==> src/rtl/rom_lookup_pkg.sv <==
// Shared constants and helpers for the ROM lookup pipeline.
// The optional statistics counters are enabled by ROM_LOOKUP_STATS_EN.
package rom_lookup_pkg;

    localparam int ROM_ADDR_WIDTH    = 5;
    localparam int DEFAULT_BUS_WIDTH = 32;
    localparam int DEFAULT_TAG_WIDTH = 4;
    localparam int FIFO_DEPTH        = 2;

    typedef logic [15:0] stat_cnt_t;

    function automatic stat_cnt_t satInc(input stat_cnt_t value);
        return (value == 16'hFFFF) ? value : value + 16'd1;
    endfunction

endpackage

==> src/rtl/rom_lookup_fifo2.sv <==
// Two-entry FIFO holding returned ROM words with their tags.
// Pointers wrap modulo 2; storage is deliberately left unreset.
module rom_lookup_fifo2
    import rom_lookup_pkg::*;
#(
    parameter int WIDTH = 8
) (
    input  logic             clk,
    input  logic             rst,
    input  logic             wr_en,
    input  logic [WIDTH-1:0] wr_data,
    input  logic             rd_en,
    output logic [WIDTH-1:0] rd_data,
    output logic [1:0]       count
);

    logic [WIDTH-1:0] mem_q [FIFO_DEPTH];
    logic             wr_ptr_q, wr_ptr_d;
    logic             rd_ptr_q, rd_ptr_d;
    logic [1:0]       count_q, count_d;

    // A simultaneous write and read leaves the occupancy unchanged.
    always_comb begin
        wr_ptr_d = wr_ptr_q ^ wr_en;
        rd_ptr_d = rd_ptr_q ^ rd_en;
        count_d  = count_q;
        if (wr_en && !rd_en) begin
            count_d = count_q + 2'd1;
        end else if (!wr_en && rd_en) begin
            count_d = count_q - 2'd1;
        end
    end

    always_ff @(posedge clk) begin
        if (rst) begin
            wr_ptr_q <= 1'b0;
            rd_ptr_q <= 1'b0;
            count_q  <= 2'd0;
        end else begin
            wr_ptr_q <= wr_ptr_d;
            rd_ptr_q <= rd_ptr_d;
            count_q  <= count_d;
        end
    end

    always_ff @(posedge clk) begin
        if (wr_en) begin
            mem_q[wr_ptr_q] <= wr_data;
        end
    end

    assign rd_data = mem_q[rd_ptr_q];
    assign count   = count_q;

endmodule

==> src/rtl/rom_lookup_pipe.sv <==
// Pipelined lookup front-end for a registered LUT ROM with in-order tagged responses.
// Defining ROM_LOOKUP_STATS_EN adds saturating accept/stall counters.
module rom_lookup_pipe
    import rom_lookup_pkg::*;
#(
    parameter int BUS_WIDTH = DEFAULT_BUS_WIDTH,
    parameter int TAG_WIDTH = DEFAULT_TAG_WIDTH
) (
    input  logic                      clk,
    input  logic                      rst,
    input  logic                      req_valid,
    output logic                      req_ready,
    input  logic [ROM_ADDR_WIDTH-1:0] req_addr,
    input  logic [TAG_WIDTH-1:0]      req_tag,
    output logic [ROM_ADDR_WIDTH-1:0] rom_addr,
    input  logic [BUS_WIDTH-1:0]      rom_dout,
    output logic                      rsp_valid,
    input  logic                      rsp_ready,
    output logic [BUS_WIDTH-1:0]      rsp_data,
`ifdef ROM_LOOKUP_STATS_EN
    output logic [TAG_WIDTH-1:0]      rsp_tag,
    output logic [15:0]               stat_req_cnt,
    output logic [15:0]               stat_stall_cnt
`else
    output logic [TAG_WIDTH-1:0]      rsp_tag
`endif
);

    localparam int ENTRY_WIDTH = BUS_WIDTH + TAG_WIDTH;

    logic                   accept;
    logic                   pop;
    logic                   inflight_q;
    logic [TAG_WIDTH-1:0]   tag_q;
    logic [1:0]             fifo_count;
    logic [ENTRY_WIDTH-1:0] fifo_rd_data;
    logic [2:0]             occupancy;

    assign rom_addr = req_addr;
    assign accept   = req_valid & req_ready;
    assign pop      = rsp_valid & rsp_ready;

    // Count the lookup still inside the ROM so the FIFO always has room when it lands.
    assign occupancy = {1'b0, fifo_count} + {2'b00, inflight_q} - {2'b00, pop};
    assign req_ready = (occupancy < 3'd2);

    always_ff @(posedge clk) begin
        if (rst) begin
            inflight_q <= 1'b0;
        end else begin
            inflight_q <= accept;
        end
    end

    always_ff @(posedge clk) begin
        if (accept) begin
            tag_q <= req_tag;
        end
    end

    // A reset in the cycle the ROM word arrives clears the FIFO, dropping that word.
    rom_lookup_fifo2 #(
        .WIDTH (ENTRY_WIDTH)
    ) u_fifo (
        .clk     (clk),
        .rst     (rst),
        .wr_en   (inflight_q),
        .wr_data ({rom_dout, tag_q}),
        .rd_en   (pop),
        .rd_data (fifo_rd_data),
        .count   (fifo_count)
    );

    assign rsp_valid           = (fifo_count != 2'd0);
    assign {rsp_data, rsp_tag} = fifo_rd_data;

`ifdef ROM_LOOKUP_STATS_EN
    stat_cnt_t stat_req_cnt_q, stat_req_cnt_d;
    stat_cnt_t stat_stall_cnt_q, stat_stall_cnt_d;

    always_comb begin
        stat_req_cnt_d   = stat_req_cnt_q;
        stat_stall_cnt_d = stat_stall_cnt_q;
        if (accept) begin
            stat_req_cnt_d = satInc(stat_req_cnt_q);
        end
        if (req_valid && !req_ready) begin
            stat_stall_cnt_d = satInc(stat_stall_cnt_q);
        end
    end

    always_ff @(posedge clk) begin
        if (rst) begin
            stat_req_cnt_q   <= 16'd0;
            stat_stall_cnt_q <= 16'd0;
        end else begin
            stat_req_cnt_q   <= stat_req_cnt_d;
            stat_stall_cnt_q <= stat_stall_cnt_d;
        end
    end

    assign stat_req_cnt   = stat_req_cnt_q;
    assign stat_stall_cnt = stat_stall_cnt_q;
`endif

endmodule

==> config.mk <==
export PLATFORM = sky130hd
export DESIGN_NAME = rom_lookup_pipe
export DESIGN_NICKNAME = d
export VERILOG_FILES = /design/src/rtl/rom_lookup_pkg.sv /design/src/rtl/rom_lookup_fifo2.sv /design/src/rtl/rom_lookup_pipe.sv
export SDC_FILE = /design/constraint.sdc
export NUM_CORES = 1
export LEC_CHECK = 0
export ABC_AREA = 1
export ABC_CLOCK_PERIOD_IN_PS = 4650
export BUFFER_PORTS_ARGS = -buffer_cell sky130_fd_sc_hd__buf_2
export CAP_MARGIN = 20
export CORE_UTILIZATION = 25
export CTS_BUF_LIST = sky130_fd_sc_hd__clkbuf_8
export CTS_CLUSTER_DIAMETER = 60
export DETAILED_ROUTE_END_ITERATION = 8
export GPL_TIMING_DRIVEN = 0
export PLACE_DENSITY = 0.53
export SETUP_SLACK_MARGIN = 0.15
export SYNTH_ARGS = -nofsm -noshare
export SYNTH_HDL_FRONTEND = slang
export SYNTH_SLANG_ARGS = --single-unit
==> constraint.sdc <==
create_clock -name clk -period 4.65 [get_ports clk]
set_input_delay 0.93 -clock clk [delete_from_list [all_inputs] [get_ports clk]]
set_output_delay 0.93 -clock clk [all_outputs]
set_load 0.01 [all_outputs]
==> metrics.cfg <==
[power_and_ir_drop]
p_leak_nw = 1.720
p_total_mw = 2.317
power.density_mw_per_mm2 = 570.1
ir_worst_vdd_mv = 0.2568

[floorplan]
dieArea_mm2 = 0.01294
die_w_um = 113.7
core_mm2 = 0.01211
initial_core_util_pct = 25.77
die_h_um = 113.7
ios = 88
rows = 40

[sta]
min_period_ns = 3.227
tns_ns = 0
clock.fmax_mhz = 309.9
setup_slack_ns = 1.423
holdWs_ns = 0.4516
finalMaxSlewViolations = 0
final-setup-viol-count = 0
min_period_over_period_pct = 69.39
maxSlewHeadroom_pct = 65.28
worst_pin_slew_ns = 0.5208
final_hold_viol_count = 0
clock_skew_ns = 0.005401
rsz0062_at_grt = no

[clock_tree]
cts-root-buf = clkbuf_8
cts_max_level = 3
cts.sinks = 81
tritoncts.num_buffers = 9
cts_resized = 0
hold_buffers = 0
clk_pin_slew_ns = 0.08
clockBufferDepth = 2
cts_setup_buffers = 0
clock_latency_ns = 0.36
cts_tree = done

[grt]
grt_pass1_wl_mm = 9.073
antenna_found_initial = 0
grt_max_degree = 21
grt_pass1_vias = 1829
grt-ovfl-total = 0
gr-usage-all-layers_pct = 9.852

[run_status]
status = finished, final reports clean

[setup_path]
setup.worst_path.end_class = output pin
crit_start = rsp_ready
crit_path_top_delay_cell = fa_1
crit_chain = buf_2, nand2_4, clkinv_2, ha_1, inv_1, nand2_1, fa_1, nand3_2, inv_1, buf_2
critical_path_required_ns = 3.72
startpoint_type = primary input
critical_path_buf_inv_count = 5
r2r_slack_ns = 2.46
path_max_fanout = 3
r2r-start = u_fifo.count[1]
critPathMaxStageDelay_ns = 0.50
crit_type = primary input to output pin
r2r-end = tag_q[1]
cp.arrival_ns = 2.30
reg2reg_depth = 10
critPathTopFamily = adder cells

[yosys]
yosysUniqueCellTypes = 19
yosys.area.top_type = edfxtp_1
synth_cells = 240
synth-seq-cells = 81
syn_nets = 290
synth_area_leaders = edfxtp_1 (73%), nand2_1 (14%), dfxtp_1 (3.2%)
syn_avg_cell_area_um2 = 13.01
ys_seq_area_share_pct = 76.31
synth_top_cell_area_share_pct = 73.11
synthesis.area_mm2 = 0.003122
ys.warnings.count = 0

[place]
dp_slack_ns = 1.397
hpwl_mm = 3.908
placed_cell_area_mm2 = 0.003802
io_buffers = 82
dp.cells = 492
place_congestion = 0.6512

[drt]
dr_total_vias = 1916
drt_iter0_markers = 73
wire_per_inst_um = 11.54
drt-vias-per-instance = 3.772
wirelength_mm = 5.861
drtAntennaViolNets = 0
drt-pass1-iter-count = 4
drc = 0

[finish]
layout_commonest_cell = nand2_1
synthToLayoutAreaGrowth_pct = 30.22
n_fill_cell = 1229
design_area_mm2 = 0.004065
nets = 385
n_antenna_cell = 0
final_util_pct = 33.56
layout_common_cells = nand2_1 (115), buf_2 (82), edfxtp_1 (76), clkbuf_8 (12), inv_1 (9)
drive_gt1_share_pct = 35.59
fin_cells = 508

[hold_path]
hold_path_end = u_fifo.mem_q[1][0]
hold_path.class = flip-flop to flip-flop
hold_depth = 0
min_from = tag_q[0]

[run]
cap_viol_max_count = 0

[cell usage after synthesis]
library cell,count
o21ai_0,1
nand2_4,2
nor2_1,5
nand4_1,1
inv_1,9
dfxtp_1,5
buf_6,4
nand3_1,1
edfxtp_1,76
o21ai_1,1
buf_4,8
ha_1,4
clkinv_2,1
nand3_2,1
inv_2,3
nand2_1,115
nor3_1,1
a21oi_1,1
fa_1,1
[worst reg2reg max path: stages (launching register included)]
cell	delay, ns
dfxtp_1	0.36
inv_2	0.10
nand2_4	0.05
nand2_4	0.07
clkinv_2	0.06
ha_1	0.26
inv_1	0.05
nand2_1	0.05
fa_1	0.50
nand3_2	0.10
nor2_1	0.27
[worst max path at each step]
| stage | to | slack [ns] | depth (start not counted) |
|---|---|---|---|
| global placement | req_ready | 1.42 | 10 |
| global route | req_ready | 1.33 | 10 |
| floorplan | req_ready | 1.67 | 8 |
| CTS | req_ready | 1.40 | 10 |
| detailed placement | req_ready | 1.40 | 10 |
| finish | req_ready | 1.42 | 10 |
[metal layers]
layer  GRT usage [%]  vias up  wire length [µm]
met1           12.19      857              2712
met2           14.59       66              2620
li1                -      984                 -
met5               0        -                 0
met4           4.737        0               116
met3           4.463        9               412
[state kept, by name (all words and copies together) (netlist names)]
name	cells
u_fifo.count	2
tag_q	4
inflight_q	1
u_fifo.rd_ptr_q	1
u_fifo.mem_q	72
u_fifo.wr_ptr_q	1
[power by group]
group / internal, mW / switching, mW / total (mW)
registers: 0.956 / 0.0373 / 0.994
logic: 0.262 / 0.412 / 0.674
clock network: 0.401 / 0.250 / 0.650
[cell type report]
type                            count  area, µm²  share of cell area, %
Timing Repair Buffer               84      465.4                  11.45
Inverter                           13      50.05                  1.231
Clock inverter                      4      97.59                  2.401
Multi-Input combinational cell    134      589.3                  14.50
Clock buffer                       12      165.2                  4.063
Sequential cell                    81       2382                  58.60
Tap cell                          168      210.2                  5.171
Buffer                             12      105.1                  2.585
[cell families after synthesis]
family	synth area share, %
AO/OA/AOI/OAI	0.4805
buffers and inverters	4.970
adder cells (fa/ha/maj)	2.245
AND/OR/NAND/NOR	15.99
flip-flops	76.31
No activity file was read; power rests on OpenSTA's default activity.
